`config.mk`:
```
export PLATFORM = sky130hd
export DESIGN_NAME = gpio_core_flat
export DESIGN_NICKNAME = d
export VERILOG_FILES = /design/src/rtl/gpio_pkg.sv /design/src/rtl/gpio_if.sv /design/src/rtl/gpio_sync.sv /design/src/rtl/gpio_core.sv /design/src/flat_wrapper.sv
export SDC_FILE = /design/constraint.sdc
export NUM_CORES = 1
export LEC_CHECK = 0
export CAP_MARGIN = 20
export CELL_PAD_IN_SITES_DETAIL_PLACEMENT = 1
export CELL_PAD_IN_SITES_GLOBAL_PLACEMENT = 2
export CORE_MARGIN = 5
export CORE_UTILIZATION = 32
export CTS_CLUSTER_DIAMETER = 200
export DETAILED_ROUTE_END_ITERATION = 7
export PLACE_DENSITY_LB_ADDON = 0.15
export SLEW_MARGIN = 20
export SYNTH_ARGS = -nofsm -noshare
export SYNTH_HDL_FRONTEND = slang
export SYNTH_HIERARCHICAL = 1
export SYNTH_SLANG_ARGS = --single-unit
```
`constraint.sdc`:
```
create_clock -name i_wb_clk -period 5.8 [get_ports i_wb_clk]
set_input_delay 1.74 -clock i_wb_clk [delete_from_list [all_inputs] [get_ports i_wb_clk]]
set_output_delay 1.74 -clock i_wb_clk [all_outputs]
set_load 0.01 [all_outputs]
```
`src/rtl/gpio_pkg.sv`:
```
// Shared constants for the GPIO core: register offsets, control/status bit
// positions, the debounce counter width and the address decoder.
package gpio_pkg;

    localparam int DEB_WIDTH = 16;

    localparam logic [15:0] ADDR_DATA_OUT = 16'h0020;
    localparam logic [15:0] ADDR_DIR      = 16'h0024;
    localparam logic [15:0] ADDR_DATA_IN  = 16'h0028;
    localparam logic [15:0] ADDR_RISE_EN  = 16'h002C;
    localparam logic [15:0] ADDR_FALL_EN  = 16'h0030;
    localparam logic [15:0] ADDR_SET      = 16'h0034;
    localparam logic [15:0] ADDR_CLR      = 16'h0038;
    localparam logic [15:0] ADDR_TGL      = 16'h003C;
    localparam logic [15:0] ADDR_DEBOUNCE = 16'h0040;

    localparam int CTRL_OE_BIT     = 0;
    localparam int CTRL_IRQ_EN_BIT = 1;
    localparam int STAT_EVENT_BIT  = 0;
    localparam int STAT_DEB_BIT    = 1;

    typedef enum logic [3:0] {
        REG_NONE,
        REG_DATA_OUT,
        REG_DIR,
        REG_DATA_IN,
        REG_RISE_EN,
        REG_FALL_EN,
        REG_SET,
        REG_CLR,
        REG_TGL,
        REG_DEBOUNCE
    } reg_sel_e;

    function automatic reg_sel_e decode_addr(input logic [15:0] addr);
        reg_sel_e sel;
        case (addr)
            ADDR_DATA_OUT: sel = REG_DATA_OUT;
            ADDR_DIR:      sel = REG_DIR;
            ADDR_DATA_IN:  sel = REG_DATA_IN;
            ADDR_RISE_EN:  sel = REG_RISE_EN;
            ADDR_FALL_EN:  sel = REG_FALL_EN;
            ADDR_SET:      sel = REG_SET;
            ADDR_CLR:      sel = REG_CLR;
            ADDR_TGL:      sel = REG_TGL;
            ADDR_DEBOUNCE: sel = REG_DEBOUNCE;
            default:       sel = REG_NONE;
        endcase
        return sel;
    endfunction

endpackage

```
`src/rtl/gpio_if.sv`:
```
// Register-access port between the upstream Wishbone subordinate and the GPIO core.
interface gpio_if;

    logic [15:0] i_ip_address;
    logic [31:0] i_ip_wdata;
    logic [31:0] o_ip_rdata;
    logic        i_ip_read_en;
    logic        i_ip_write_en;
    logic        o_ip_ack;
    logic        o_ip_stall;

    modport master (
        output i_ip_address, i_ip_wdata, i_ip_read_en, i_ip_write_en,
        input  o_ip_rdata, o_ip_ack, o_ip_stall
    );

    modport slave (
        input  i_ip_address, i_ip_wdata, i_ip_read_en, i_ip_write_en,
        output o_ip_rdata, o_ip_ack, o_ip_stall
    );

endinterface

```
`src/rtl/gpio_sync.sv`:
```
// Multi-bit flop-chain synchronizer for the asynchronous pin inputs.
module gpio_sync #(
    parameter int WIDTH  = 32,
    parameter int STAGES = 2
) (
    input  logic             clk_i,
    input  logic             rst_i,
    input  logic [WIDTH-1:0] d_i,
    output logic [WIDTH-1:0] q_o
);

    logic [WIDTH-1:0] stage_q [STAGES];

    always_ff @(posedge clk_i) begin
        if (rst_i) begin
            for (int i = 0; i < STAGES; i++) stage_q[i] <= '0;
        end else begin
            stage_q[0] <= d_i;
            for (int i = 1; i < STAGES; i++) stage_q[i] <= stage_q[i-1];
        end
    end

    assign q_o = stage_q[STAGES-1];

endmodule

```
`src/rtl/gpio_core.sv`:
```
// GPIO core: memory-mapped pin registers, optional debounce filter on the
// synchronized inputs, and per-pin rise/fall event pulses.
module gpio_core
    import gpio_pkg::*;
#(
    parameter int GPIO_WIDTH  = 32,
    parameter int SYNC_STAGES = 2
) (
    input  logic                  i_wb_clk,
    input  logic                  i_wb_rst,
    gpio_if.slave                 ip,
    input  logic [31:0]           i_ip_control,
    output logic [31:0]           o_ip_status,
    output logic [31:0]           o_ip_irq,
    input  logic [GPIO_WIDTH-1:0] i_gpio,
    output logic [GPIO_WIDTH-1:0] o_gpio,
    output logic [GPIO_WIDTH-1:0] o_gpio_oe
);

    logic [GPIO_WIDTH-1:0] data_out_q, data_out_d;
    logic [GPIO_WIDTH-1:0] dir_q, dir_d;
    logic [GPIO_WIDTH-1:0] rise_en_q, rise_en_d;
    logic [GPIO_WIDTH-1:0] fall_en_q, fall_en_d;
    logic [DEB_WIDTH-1:0]  debounce_q, debounce_d;
    logic [DEB_WIDTH-1:0]  presc_q, presc_d;
    logic [GPIO_WIDTH-1:0] cand_q, cand_d;
    logic [GPIO_WIDTH-1:0] in_q, in_d;
    logic [GPIO_WIDTH-1:0] in_prev_q;
    logic [GPIO_WIDTH-1:0] sync_s;
    logic [GPIO_WIDTH-1:0] wdata;
    logic [GPIO_WIDTH-1:0] edge_hits;
    logic                  deb_write;
    logic                  tick;
    reg_sel_e              sel;
    logic                  unused_ok;

    gpio_sync #(
        .WIDTH  (GPIO_WIDTH),
        .STAGES (SYNC_STAGES)
    ) u_sync (
        .clk_i (i_wb_clk),
        .rst_i (i_wb_rst),
        .d_i   (i_gpio),
        .q_o   (sync_s)
    );

    assign sel       = decode_addr(ip.i_ip_address);
    assign wdata     = ip.i_ip_wdata[GPIO_WIDTH-1:0];
    assign deb_write = ip.i_ip_write_en && (sel == REG_DEBOUNCE);
    assign tick      = (debounce_q != '0) && (presc_q == debounce_q - 16'd1);
    assign unused_ok = ^{ip.i_ip_wdata, i_ip_control};

    assign ip.o_ip_ack   = ip.i_ip_read_en | ip.i_ip_write_en;
    assign ip.o_ip_stall = 1'b0;

    always_comb begin
        data_out_d = data_out_q;
        dir_d      = dir_q;
        rise_en_d  = rise_en_q;
        fall_en_d  = fall_en_q;
        debounce_d = debounce_q;
        presc_d    = presc_q;
        cand_d     = cand_q;
        in_d       = in_q;

        if (ip.i_ip_write_en) begin
            case (sel)
                REG_DATA_OUT: data_out_d = wdata;
                REG_DIR:      dir_d      = wdata;
                REG_RISE_EN:  rise_en_d  = wdata;
                REG_FALL_EN:  fall_en_d  = wdata;
                REG_SET:      data_out_d = data_out_q | wdata;
                REG_CLR:      data_out_d = data_out_q & ~wdata;
                REG_TGL:      data_out_d = data_out_q ^ wdata;
                REG_DEBOUNCE: debounce_d = ip.i_ip_wdata[DEB_WIDTH-1:0];
                default:      ;
            endcase
        end

        // A bit only follows s when two consecutive tick samples agree.
        if (deb_write) begin
            presc_d = '0;
            cand_d  = '0;
        end else if (debounce_q == '0) begin
            presc_d = '0;
            in_d    = sync_s;
        end else if (tick) begin
            presc_d = '0;
            cand_d  = sync_s;
            in_d    = (sync_s & ~(sync_s ^ cand_q)) | (in_q & (sync_s ^ cand_q));
        end else begin
            presc_d = presc_q + 16'd1;
        end
    end

    always_ff @(posedge i_wb_clk) begin
        if (i_wb_rst) begin
            data_out_q <= '0;
            dir_q      <= '0;
            rise_en_q  <= '0;
            fall_en_q  <= '0;
            debounce_q <= '0;
            presc_q    <= '0;
            cand_q     <= '0;
            in_q       <= '0;
            in_prev_q  <= '0;
        end else begin
            data_out_q <= data_out_d;
            dir_q      <= dir_d;
            rise_en_q  <= rise_en_d;
            fall_en_q  <= fall_en_d;
            debounce_q <= debounce_d;
            presc_q    <= presc_d;
            cand_q     <= cand_d;
            in_q       <= in_d;
            in_prev_q  <= in_q;
        end
    end

    always_comb begin
        case (sel)
            REG_DATA_OUT: ip.o_ip_rdata = 32'(data_out_q);
            REG_DIR:      ip.o_ip_rdata = 32'(dir_q);
            REG_DATA_IN:  ip.o_ip_rdata = 32'(in_q);
            REG_RISE_EN:  ip.o_ip_rdata = 32'(rise_en_q);
            REG_FALL_EN:  ip.o_ip_rdata = 32'(fall_en_q);
            REG_DEBOUNCE: ip.o_ip_rdata = 32'(debounce_q);
            default:      ip.o_ip_rdata = '0;
        endcase
    end

    assign edge_hits = ((in_q & ~in_prev_q & rise_en_q) | (~in_q & in_prev_q & fall_en_q))
                       & {GPIO_WIDTH{i_ip_control[CTRL_IRQ_EN_BIT]}};

    always_comb begin
        o_ip_status                 = '0;
        o_ip_status[STAT_EVENT_BIT] = |edge_hits;
        o_ip_status[STAT_DEB_BIT]   = (debounce_q != '0);
    end

    assign o_ip_irq  = 32'(edge_hits);
    assign o_gpio    = data_out_q;
    assign o_gpio_oe = dir_q & {GPIO_WIDTH{i_ip_control[CTRL_OE_BIT]}};

endmodule

```
`src/flat_wrapper.sv`:
```
// flat-port wrapper written by rule: the top's interface ports become plain ports
module gpio_core_flat import gpio_pkg::*;
#(
    parameter int GPIO_WIDTH  = 32,
    parameter int SYNC_STAGES = 2
)
  (i_wb_clk, i_wb_rst, i_ip_control, o_ip_status, o_ip_irq, i_gpio, o_gpio, o_gpio_oe, ip_i_ip_address, ip_i_ip_wdata, ip_i_ip_read_en, ip_i_ip_write_en, ip_o_ip_rdata, ip_o_ip_ack, ip_o_ip_stall);
  gpio_if ip_i ();
  input  logic i_wb_clk;
  input  logic i_wb_rst;
  input  logic [31:0] i_ip_control;
  output logic [31:0] o_ip_status;
  output logic [31:0] o_ip_irq;
  input  logic [GPIO_WIDTH-1:0] i_gpio;
  output logic [GPIO_WIDTH-1:0] o_gpio;
  output logic [GPIO_WIDTH-1:0] o_gpio_oe;
  input wire logic [$bits(ip_i.i_ip_address)-1:0] ip_i_ip_address;
  input wire logic [$bits(ip_i.i_ip_wdata)-1:0] ip_i_ip_wdata;
  input wire logic [$bits(ip_i.i_ip_read_en)-1:0] ip_i_ip_read_en;
  input wire logic [$bits(ip_i.i_ip_write_en)-1:0] ip_i_ip_write_en;
  output wire logic [$bits(ip_i.o_ip_rdata)-1:0] ip_o_ip_rdata;
  output wire logic [$bits(ip_i.o_ip_ack)-1:0] ip_o_ip_ack;
  output wire logic [$bits(ip_i.o_ip_stall)-1:0] ip_o_ip_stall;
  assign ip_i.i_ip_address = ip_i_ip_address;
  assign ip_i.i_ip_wdata = ip_i_ip_wdata;
  assign ip_i.i_ip_read_en = ip_i_ip_read_en;
  assign ip_i.i_ip_write_en = ip_i_ip_write_en;
  assign ip_o_ip_rdata = ip_i.o_ip_rdata;
  assign ip_o_ip_ack = ip_i.o_ip_ack;
  assign ip_o_ip_stall = ip_i.o_ip_stall;
  gpio_core #(.GPIO_WIDTH(GPIO_WIDTH), .SYNC_STAGES(SYNC_STAGES)) u_core (.i_wb_clk(i_wb_clk), .i_wb_rst(i_wb_rst), .ip(ip_i), .i_ip_control(i_ip_control), .o_ip_status(o_ip_status), .o_ip_irq(o_ip_irq), .i_gpio(i_gpio), .o_gpio(o_gpio), .o_gpio_oe(o_gpio_oe));
endmodule
```
==> impl_metrics.ini <==
[floorplan]
die_x_um = 234
dieArea_mm2 = 0.0548
ios = 278
initial_core_util = 0.322
core_area_mm2 = 0.0499
die_h_um = 234
num_rows = 82

[grt]
grt_first_pass_wirelength_mm = 88.8
antenna_violations_before_repair = 1
grt_overflow = 0
grt_pass1_vias = 14596
grt_max_degree = 96
gr-usage-all-layers = 0.207

[clock_tree]
clock_latency_ns = 0.57
cts_inserted_buffers = 38
clock_tree.buffer_depth = 3
cts.sink_count = 320
clkTransAtPathRegs_ns = 0.05
tritoncts = built
cts.root.buffer_cell = clkbuf_16
cts_htree_levels = 2
postCtsHoldBufs = 0

[logic_synthesis]
post_synth_num_cell_types = 63
syn_avg_cell_area_um2 = 8.70
yosys_most_used_dff = dfxtp_1
synth_seq_cells = 320
synth_cells = 1845
postSynth.asyncResetShare = 0
synth_edf_count = 0
post_synth_main_area_contributors = dfxtp_1, mux2i_1, nand2_1
yosys.area.top_type_share = 0.399
synth-warning-count = 6
synth_sequential_area_ratio = 0.399
post-synth-top-area-cell = dfxtp_1
netlist_area_mm2 = 0.0161

[setup_path]
start_to_end_type_of_the_worst_setup_path = input port to output port
setup.worst_path.end_class = output port
path_max_fanout = 5
cp.required_ns = 4.06
crit_path_start_kind = input port
worstPathArrival_ns = 3.99

[power_and_ir_drop]
design_power_total_mw = 4.88
cellLeakagePower_nw = 7.56
irDropWorstVdd_v = 0.000158
power.density_mw_per_mm2 = 239

[placed_design]
portBuffers = 216
placed_area_mm2 = 0.0190
final_gp_congestion = 0.791
post-dp-hpwl_mm = 41.2

[timing]
tns_ns = 0
period_needed_ns = 5.73
worst_pin_slew_ns = 1.08
worst_clock_skew_ns = 0.0227
timing_hold_violations_final = 0
slew_viol_final = 0
post-route-period-util = 0.988
final-setup-viol-count = 0
clock.fmax_mhz = 175
holdWs_ns = 0.435
relSlewSlack = 0.280

[status]
outcome = complete, but fails checks
failed_checks = design-rule violations

[finish]
layout.cells.most_common = dfxtp_1
layout.cells.most_common_list = dfxtp_1, nand2_1, clkdlybuf4s50_1, nor2_1, mux2i_1
n_fill_cell = 5827
layout-area-overhead-vs-synth_pct = 27.4
final_area_mm2 = 0.0205
drive_above_1_share = 0.141
nets_final = 2228
antenna-diode-count = 0
fin_util = 0.410

[detailed_routing]
number_of_optimization_iterations_in_the_first_detailed_route_pass = 8
antenna_violating_nets_post_route = 0
detail_route.vias_per_cell = 5.25
wl_per_cell_um = 21.4
detail_route.drc_violations = 6
routed-via-count = 14413
wirelength_mm = 58.8
drtIter0Drc = 1184

[worst_hold_path]
hp-class = flip-flop to flip-flop

[flow_run]
timing.max_cap.violations = 0
stage by stage:
| stage | std cells | worst slack [ns] |
|---|---|---|
| after floorplan | 1875 | 0.304 |
| after global placement | 2661 | -0.529 |
| after detailed placement | 2661 | -0.566 |
| after CTS | 2738 | 0.00283 |
| after global routing | 2743 | -0.0238 |
| final | 2743 | 0.0708 |
worst max-delay path: stages:
cell and delay, ns:
clkdlybuf4s50_1 0.44, nor4_4 0.20, nand3_2 0.17, buf_6 0.16, or3_4 0.40, buf_6 0.14
buf_6 0.12, buf_6 0.12, o211ai_1 0.29, buf_2 0.21
state kept, by name, indices dropped and copies added (netlist names), named ones only:
register / cells
u_core/u_sync/stage_q: 64
u_core/cand_q: 32
u_core/dir_q: 32
u_core/fall_en_q: 32
u_core/in_prev_q: 32
u_core/o_gpio: 32
u_core/rise_en_q: 32
u_core/debounce_q: 16
u_core/presc_q: 16
synthesized netlist by cell type (6+ instances only):
| cell | number |
|---|---|
| a211oi_1 | 7 |
| and2_1 | 67 |
| mux2i_1 | 93 |
| nand4_1 | 12 |
| nor4_1 | 14 |
| a222oi_1 | 32 |
| inv_1 | 75 |
| a21oi_1 | 68 |
| a311oi_1 | 33 |
| o21ai_1 | 29 |
| o22ai_1 | 34 |
| nor2b_2 | 60 |
| buf_4 | 67 |
| dfxtp_1 | 320 |
| nand2_1 | 223 |
| nand3_1 | 52 |
| buf_6 | 9 |
| clkbuf_1 | 106 |
| nor2b_1 | 38 |
| o311ai_0 | 28 |
| a22oi_1 | 48 |
| ha_1 | 66 |
| o2111ai_1 | 28 |
| o21ai_0 | 16 |
| buf_1 | 14 |
| nor2_1 | 147 |
| or4_1 | 6 |
| xnor2_1 | 18 |
| xor2_1 | 16 |
| nor3_1 | 10 |
| and3_1 | 6 |
| o211ai_1 | 49 |
cells by family after synthesis:
group                      after synthesis  share of synthesized area
AOI/OAI and AO/OA                      388                      0.175
xor gates and xnor gates                34                     0.0185
adders and majority gates               66                     0.0514
buffers and inverters                  277                     0.0863
DFF                                    320                      0.399
muxes                                   93                     0.0580
other                                    1                   0.000234
and+or+nand+nor                        666                      0.211
metal layers:
metal	up-vias	track usage	routed length, um
met1	7148	0.309	28700
li1	6841	-	-
met2	361	0.315	25800
met5	-	0	11
met3	61	0.0295	3240
met4	2	0.0492	995
repair_timing:
action	in CTS	in global routing
cloned	1	3
setup buffers	11	3
hold endpoints to repair	0	0
setup endpoints to repair	33	27
resized for setup	94	27
pin swaps	16	11
final timing paths:
check        cells past startpoint                                       to                                   start  slack [ns]
min                              1  u_core/u_sync/stage_q[0][33]$_SDFF_PP0_  u_core/u_sync/stage_q[0][1]$_SDFF_PP0_        0.44
max reg2reg                      9             u_core/presc_q[9]$_SDFF_PP0_       u_core/debounce_q[0]$_SDFFE_PP0P_        1.94
min reg2reg                      1  u_core/u_sync/stage_q[0][33]$_SDFF_PP0_  u_core/u_sync/stage_q[0][1]$_SDFF_PP0_        0.44
max                             10                        ip_o_ip_rdata[15]                      ip_i_ip_address[7]        0.07
power by group:
group | switching [mW] | internal (mW) | total (mW)
clock network | 0.976 | 1.40 | 2.38
registers | 0.0244 | 2.23 | 2.25
logic | 0.146 | 0.106 | 0.251
final cells by class:
type | instances | area, um2 | area share
inverter | 75 | 282 | 0.0138
multi-input combinational | 1279 | 8540 | 0.418
timing repair buffer | 332 | 3170 | 0.155
sequential | 320 | 6410 | 0.313
clock inverter | 9 | 114 | 0.00557
tap | 672 | 841 | 0.0411
clock buffer | 56 | 1100 | 0.0537
Note: power is estimated with default switching activity, not from simulation.
